$ cat config.mk
export PLATFORM = sky130hd
export DESIGN_NAME = traffic_phase_ctrl
export DESIGN_NICKNAME = d
export VERILOG_FILES = /design/src/rtl/traffic_pkg.sv /design/src/rtl/traffic_phase_ctrl_timer.sv /design/src/rtl/traffic_phase_ctrl.sv
export SDC_FILE = /design/constraint.sdc
export NUM_CORES = 1
export LEC_CHECK = 0
export ABC_AREA = 1
export ABC_CLOCK_PERIOD_IN_PS = 2900
export BUFFER_PORTS_ARGS = -buffer_cell sky130_fd_sc_hd__buf_2
export CAP_MARGIN = 25
export CORE_AREA = 10 10 57 93
export CTS_CLUSTER_DIAMETER = 60
export CTS_CLUSTER_SIZE = 28
export DETAILED_ROUTE_END_ITERATION = 12
export DIE_AREA = 0 0 67 103
export PLACE_DENSITY = 0.7
export SYNTH_ARGS = -nofsm -noshare
export SYNTH_HDL_FRONTEND = slang
export SYNTH_SLANG_ARGS = --single-unit
$ cat constraint.sdc
create_clock -name clk -period 2.9 [get_ports clk]
set_input_delay 0.29 -clock clk [delete_from_list [all_inputs] [get_ports clk]]
set_output_delay 0.29 -clock clk [all_outputs]
set_load 0.01 [all_outputs]
$ cat src/rtl/traffic_pkg.sv
// Shared light codes, controller states and the lights-vector builder.
// Optional pedestrian phase is enabled with TRAFFIC_PED_PHASE_EN.
package traffic_pkg;

  localparam logic [1:0] LT_R = 2'b00;
  localparam logic [1:0] LT_Y = 2'b01;
  localparam logic [1:0] LT_G = 2'b10;

  typedef enum logic [1:0] {
    ST_INIT   = 2'd0,
    ST_GREEN  = 2'd1,
    ST_YELLOW = 2'd2,
    ST_WALK   = 2'd3
  } state_e;

  // Built for up to 8 ways; callers truncate to their own width.
  function automatic logic [15:0] build_lights(
    input state_e     st,
    input logic [2:0] idx,
    input logic [3:0] n
  );
    logic [15:0] v;
    logic [2:0]  nxt;
    v   = '0;
    nxt = (idx == 3'(n - 4'd1)) ? 3'd0 : idx + 3'd1;
    case (st)
      ST_INIT: begin
        for (int k = 0; k < 8; k++) v[k*2 +: 2] = LT_Y;
      end
      ST_GREEN: v[int'(idx)*2 +: 2] = LT_G;
      ST_YELLOW: begin
        v[int'(idx)*2 +: 2] = LT_Y;
        v[int'(nxt)*2 +: 2] = LT_Y;
      end
      default: v = '0;
    endcase
    return v;
  endfunction

endpackage

$ cat src/rtl/traffic_phase_ctrl_timer.sv
// Loadable, tick-gated phase down-counter with zero flag.
// A zero length is clamped so that every phase lasts at least one tick.
module phase_timer #(
  parameter int CNT_W = 8
) (
  input  logic             clk,
  input  logic             rst_n,
  input  logic             tick,
  input  logic             load,
  input  logic [CNT_W-1:0] len,
  output logic             zero
);

  logic [CNT_W-1:0] cnt_q;
  logic [CNT_W-1:0] cnt_d;

  always_comb begin
    cnt_d = cnt_q;
    if (load) begin
      cnt_d = (len == '0) ? '0 : len - CNT_W'(1);
    end else if (tick && cnt_q != '0) begin
      cnt_d = cnt_q - CNT_W'(1);
    end
  end

  always_ff @(posedge clk) begin
    if (!rst_n) cnt_q <= '0;
    else        cnt_q <= cnt_d;
  end

  assign zero = (cnt_q == '0);

endmodule

$ cat src/rtl/traffic_phase_ctrl.sv
// Round-robin traffic phase controller: INIT, GREEN, YELLOW, optional WALK.
// Pedestrian phase is compiled in with TRAFFIC_PED_PHASE_EN.
module traffic_phase_ctrl
  import traffic_pkg::*;
#(
  parameter  int NUM_WAYS = 4,
  parameter  int CNT_W    = 8,
  localparam int IW       = (NUM_WAYS > 2) ? $clog2(NUM_WAYS) : 1,
  localparam int LW       = 2 * NUM_WAYS
) (
  input  logic             clk,
  input  logic             rst_n,
  input  logic             tick,
  input  logic [CNT_W-1:0] green_len,
  input  logic [CNT_W-1:0] yellow_len,
  input  logic             ped_req,
  output logic [LW-1:0]    lights,
  output logic [IW-1:0]    phase_idx,
  output logic             ped_walk,
  output logic             phase_start
);

  state_e           state_q, state_d;
  logic [IW-1:0]    idx_q, idx_d, nxt_idx;
  logic [LW-1:0]    lights_q, lights_d;
  logic             start_q, start_d;
  logic             tmr_load, tmr_zero, adv;
  logic [CNT_W-1:0] tmr_len;

`ifdef TRAFFIC_PED_PHASE_EN
  logic ped_pend_q, ped_pend_d;
  logic walk_q, walk_d;
`else
  logic unused_ped_req;
  assign unused_ped_req = ped_req;
`endif

  phase_timer #(.CNT_W(CNT_W)) u_timer (
    .clk   (clk),
    .rst_n (rst_n),
    .tick  (tick),
    .load  (tmr_load),
    .len   (tmr_len),
    .zero  (tmr_zero)
  );

  assign adv     = tick & tmr_zero;
  assign nxt_idx = (idx_q == IW'(NUM_WAYS - 1)) ? '0 : idx_q + IW'(1);

  always_comb begin
    state_d  = state_q;
    idx_d    = idx_q;
    tmr_load = 1'b0;
    tmr_len  = green_len;
    case (state_q)
      ST_INIT: if (adv) begin
        state_d  = ST_GREEN;
        idx_d    = '0;
        tmr_load = 1'b1;
      end
      ST_GREEN: if (adv) begin
        state_d  = ST_YELLOW;
        tmr_load = 1'b1;
        tmr_len  = yellow_len;
      end
      ST_YELLOW: if (adv) begin
        tmr_load = 1'b1;
`ifdef TRAFFIC_PED_PHASE_EN
        if (ped_pend_q) begin
          state_d = ST_WALK;
        end else begin
          state_d = ST_GREEN;
          idx_d   = nxt_idx;
        end
`else
        state_d = ST_GREEN;
        idx_d   = nxt_idx;
`endif
      end
`ifdef TRAFFIC_PED_PHASE_EN
      ST_WALK: if (adv) begin
        state_d  = ST_GREEN;
        idx_d    = nxt_idx;
        tmr_load = 1'b1;
      end
`endif
      // Unreachable encodings recover through INIT with a one-tick timer.
      default: begin
        state_d  = ST_INIT;
        idx_d    = '0;
        tmr_load = 1'b1;
        tmr_len  = '0;
      end
    endcase
  end

  // Outputs are computed from the next state so they line up with entry.
  always_comb begin
    start_d  = (state_d != state_q);
    lights_d = LW'(build_lights(state_d, 3'(idx_d), 4'(NUM_WAYS)));
  end

`ifdef TRAFFIC_PED_PHASE_EN
  always_comb begin
    walk_d     = (state_d == ST_WALK);
    ped_pend_d = ped_req |
                 (ped_pend_q & ~(walk_d && state_q != ST_WALK));
  end

  always_ff @(posedge clk) begin
    if (!rst_n) begin
      ped_pend_q <= 1'b0;
      walk_q     <= 1'b0;
    end else begin
      ped_pend_q <= ped_pend_d;
      walk_q     <= walk_d;
    end
  end

  assign ped_walk = walk_q;
`else
  assign ped_walk = 1'b0;
`endif

  always_ff @(posedge clk) begin
    if (!rst_n) begin
      state_q  <= ST_INIT;
      idx_q    <= '0;
      lights_q <= {NUM_WAYS{LT_Y}};
      start_q  <= 1'b1;
    end else begin
      state_q  <= state_d;
      idx_q    <= idx_d;
      lights_q <= lights_d;
      start_q  <= start_d;
    end
  end

  assign lights      = lights_q;
  assign phase_idx   = idx_q;
  assign phase_start = start_q;

endmodule

# Word-level counts from Yosys, hierarchy flattened
# Cells that the tools add are included.
# totals
register_bits,21
input_bits,20
out_inout_bits,12
wordCells,52
# classes
addsub,6
n_eq_ne,7
shift,5
mux,17
bitwise_logic,3
reduce_logical,9
# op_table
operator,n
$shift 2x33->16 const A,2
$shiftx 2x33->16 const A,2
$neg 3->33,1
$neg 4->33,1
$shiftx 2x33->8 const A,1
$mux 8,4
$pmux 8 s3,1
$and 16x16->16,1
$bwmux 16,1
$logic_not 8->1,2
$pmux 8 s2,1
$sub 8x1->8 const B,2
$mux 2,5
$and 8x8->8,1
$eq 2x2->1 const B,4
$reduce_bool 8->1,1
$pmux 2 s3,1
$eq 2x1->1 const B,2
$logic_not 2->1,2
$pmux 2 s2,1
$add 2x1->3 const B,1
$mux 3,1
$reduce_or 3->1,1
$add 2x1->2 const B,1
other kinds (6),7

# Depth between registers and ports, before layout
# logic_depth
depth_word,10
depth_mapped,15
mapped_depth_nobuf,15

# Hierarchy
# From an unflattened synthesis, not the netlist that was laid out.
# hier_totals
hier_cells,259
area_unflattened_um2,1542.7
# modules_own_cells
module,n_inst,cells_per_inst,area_per_inst_um2
phase_timer,1,146,800.8
traffic_phase_ctrl,1,113,742.0

# Least setup slack after synthesis
# No wires, ideal clock.
# synth_timing
path_kind,register -> register
from,register u_timer.cnt_q[0]
to,register lights_q[0] (netlist: lights[0])
setup_ns,0.122
t_arrival_ns,2.131
setup_slack_ns,0.648
stages_incl_launch_ff,14
path_buffers,0
period_less_slack_ns,2.252
path_cell_list,dfxtp_1 > inv_1 > ha_1 > nand2_1 > nor2_4 > nand2_8 > inv_4 > nand4_1 > a21oi_1 > inv_1 > ha_1 > or2_2 > nand2_1 > nand2_1
# synth_between
elab_chain_len,10
elab_cells_between_ends,25
# synth_rtl
item,line,text
start: declaration,traffic_phase_ctrl_timer.sv:14,logic [CNT_W-1:0] cnt_q;
start signal: assignment,traffic_phase_ctrl_timer.sv:28,else cnt_q <= cnt_d;
$logic_not 8->1 (*),traffic_phase_ctrl_timer.sv:31,assign zero = (cnt_q == '0);
$and 1x1->1 (*),traffic_phase_ctrl.sv:47,assign adv = tick & tmr_zero;
$mux 2 (on tied branches),"traffic_phase_ctrl.sv:66, traffic_phase_ctrl.sv:56",
$pmux 2 s3 (*),traffic_phase_ctrl.sv:55,case (state_q)
named net idx_d[1],traffic_phase_ctrl.sv:24,"logic [IW-1:0] idx_q, idx_d, nxt_idx;"
$add 2x1->3 / $eq 2x2->1 (equally long branches),traffic_pkg.sv:25,nxt = (idx == 3'(n - 4'd1)) ? 3'd0 : idx + 3'd1;
$mux 3,traffic_pkg.sv:25,
$neg 4->33,traffic_pkg.sv:33,v[int'(nxt)*2 +: 2] = LT_Y;
$shiftx 2x33->16 / $shift 2x33->16 (equally long branches),traffic_pkg.sv:33,
$bwmux 16,traffic_pkg.sv:33,
$pmux 8 s3 (*),traffic_pkg.sv:26,case (st)
end signal: assignment,traffic_phase_ctrl.sv:129,lights_q <= {NUM_WAYS{LT_Y}};
end signal: assignment,traffic_phase_ctrl.sv:134,lights_q <= lights_d;
end: declaration,traffic_phase_ctrl.sv:25,"logic [LW-1:0] lights_q, lights_d;"
# The timed path passes the listed nets; every way through them passes the cells marked *.
# A chain may end at the register's enable or synchronous reset.

# Worst setup path in the final report
# Ends and elaborated chain as after synthesis.

==> results.json <==
{
  "fin_crit_sh": 0.8700,
  "stdcell_count": 312,
  "start_util": 0.4238,
  "wl_per_cell_um": 11.63,
  "die_area_um2": 6901,
  "grt.overflow.total": 0,
  "finalSetupViolations": 0,
  "clkTransAtPathRegs_ns": 0.08,
  "seq_area_um2": 420.4,
  "ir_drop_uv": 384.3,
  "drive_gt1_frac": 0.2689,
  "finalCriticalPeriod_ns": 2.523,
  "slew_viol_final": 0,
  "synthCells": 234,
  "synth_ff_type": "dfxtp_1",
  "synthTopCellsByCount": "nand2_1 (55), inv_1 (28), dfxtp_1 (21)",
  "finalHoldViolations": 0,
  "dpl_cell_area_um2": 1797,
  "multi_input_area_um2": 1026,
  "hold_start": "rst_n",
  "syn_to_final_growth_pct": 14.72,
  "p_leak_uw": 0.0008912,
  "startpoint": "u_timer.cnt_q[0]",
  "coreArea_um2": 3791,
  "skew_ns": 0.002238,
  "cts_inserted_buffers": 3,
  "grt.total_usage": 0.1129,
  "nNetsFinal": 295,
  "io_pins": 32,
  "synth-seq-area-share": 0.2617,
  "finalPower_uw": 819.9,
  "yosysTopAreaCell": "dfxtp_1",
  "yosys_register_bits": 21,
  "io_buffers": 29,
  "cts-hold-fix-buffers": 0,
  "synth.top_cells.by_area": "dfxtp_1 (26%), nand2_1 (13%), ha_1 (7.8%)",
  "postCtsSetupBuffers": 0,
  "arrival_ns": 2.68,
  "synth_top_area_share": 0.2617,
  "grt_pass1_vias": 1470,
  "fmax_ghz": 0.3964,
  "rows": 30,
  "drt-total-wl_mm": 3.629,
  "die_y_um": 103,
  "cp-end-kind": "flip-flop",
  "first_pass_iters": 4,
  "grt_max_degree": 13,
  "drt_iter0_markers": 17,
  "synth_fp_nets": 264,
  "vias": 1509,
  "cts_tree": "done",
  "post_drt_via_cell_ratio": 4.837,
  "clk_path_buf_depth": 2,
  "globalplace.congestion": 0.8429,
  "n_antenna_cell": 0,
  "ant_nets": 0,
  "route.detailed.drc": 0,
  "post_cts_resized": 0,
  "htreeDepth": 1,
  "fin_area_um2": 1843,
  "maxCapViolations": 0,
  "worstSetupStartpointType": "flip-flop",
  "worstReg2RegStart": "u_timer.cnt_q[0]",
  "antenna_found_initial": 0,
  "numClockSinks": 21,
  "synth.most_common_cell": "nand2_1",
  "rsz0062_at_grt": "no",
  "syn_area_um2": 1607,
  "clk_latency_ns": 0.26,
  "status": "finished clean",
  "post-dp-hpwl_mm": 3.031,
  "yosysWarnings": 0,
  "die_width_um": 67,
  "synth.avg_cell_area_um2": 6.866,
  "synth_edf_count": 0,
  "grt_pass1_wl_mm": 6.258,
  "clockRootBuffer": "clkbuf_8",
  "min_path_type": "in -> reg",
  "required_ns": 3.05,
  "tns_ns": 0,
  "placed_cells": 308,
  "power_density_nw_per_um2": 444.9,
  "critPathMaxFanout": 10,
  "crit_type": "reg -> reg",
  "nFillCells": 401,
  "synth_cell_types": 32,
  "async_reset_ff_frac": 0
}
-- area by class of cell --
class | count | share of cell area
Multi-Input combinational cell | 172 | 0.5567
Sequential cell | 21 | 0.2281
Timing Repair Buffer | 29 | 0.07875
Inverter | 38 | 0.07875
Tap cell | 48 | 0.03259
Clock buffer | 3 | 0.02240
Clock inverter | 1 | 0.002716
-- path summary, 6_finish.rpt --
kind	endpoint	slack, ns	cells past startpoint
max	lights[0]	0.38	13
min	lights[0]	0.31	2
max reg2reg	lights[0]	0.38	13
min reg2reg	u_timer.cnt_q[0]	0.56	2
-- registers in the layout, summed over array words and instances, names as in the netlist --
name	cells
lights	8
phase_idx	2
state_q	2
u_timer.cnt_q	8
phase_start	1
-- layer usage --
layer | vias to the layer above | wire length [µm] | track usage
met1 | 696 | 1327 | 0.1031
met2 | 18 | 2117 | 0.2251
met4 | 0 | 69 | 0.04762
li1 | 789 | - | -
met5 | - | 0 | 0
met3 | 6 | 115 | 0.02285
-- cell usage in the layout, fill, tap and decap left out, types with 3 or more instances in the layout --
cell type | netlist | final
nand2_1 | 55 | 55
buf_2 | 0 | 29
inv_1 | 28 | 28
dfxtp_1 | 21 | 21
nor2_1 | 19 | 19
a21oi_1 | 15 | 15
o21ai_0 | 14 | 14
ha_1 | 10 | 10
nand2_2 | 9 | 9
inv_2 | 8 | 8
nand3_1 | 8 | 8
xor2_1 | 5 | 5
nand3b_1 | 4 | 4
nor2_8 | 3 | 3
nor2_4 | 3 | 3
nand4_1 | 3 | 3
or2_1 | 3 | 3
nor2_2 | 3 | 3
nand3_2 | 3 | 3
clkbuf_8 | 0 | 3
-- report_power, final --
| group | switching (µW) | internal, µW |
|---|---|---|
| Combinational | 190 | 107 |
| Sequential | 17.4 | 314 |
| Clock | 95.4 | 95.6 |
| Total | 303 | 517 |
-- worst max-delay path, cell delays in order (launching register included) --
cell	delay (ns)
dfxtp_1	0.32
inv_1	0.11
ha_1	0.16
nand2_1	0.08
nor2_4	0.29
nand2_8	0.12
inv_4	0.10
nand4_1	0.08
a21oi_1	0.31
inv_1	0.13
ha_1	0.30
or2_2	0.31
nand2_1	0.06
nand2_1	0.04
-- per-stage QoR --
stage / setup slack (ns) / utilization / hold WS (ns)
2_1_floorplan: 0.6477 / - / 0.4952
3_3_place_gp: 0.4133 / 0.4739 / 0.5385
3_5_place_dp: 0.3881 / 0.4739 / 0.5535
4_1_cts: 0.3752 / 0.4861 / 0.3058
5_1_grt: 0.2193 / 0.4861 / 0.3133
6_report: 0.3770 / 0.4861 / 0.3099
-- cell families after synthesis --
| kind of cell | synth area share |
|---|---|
| AND/OR/NAND/NOR | 0.4011 |
| buffers and inverters | 0.09969 |
| AO/OA/AOI/OAI | 0.1246 |
| flip-flops | 0.2617 |
| adder cells (fa/ha/maj) | 0.07788 |
| XOR/XNOR | 0.03271 |
| other | 0.002334 |
No activity file was read; power rests on OpenSTA's default activity.
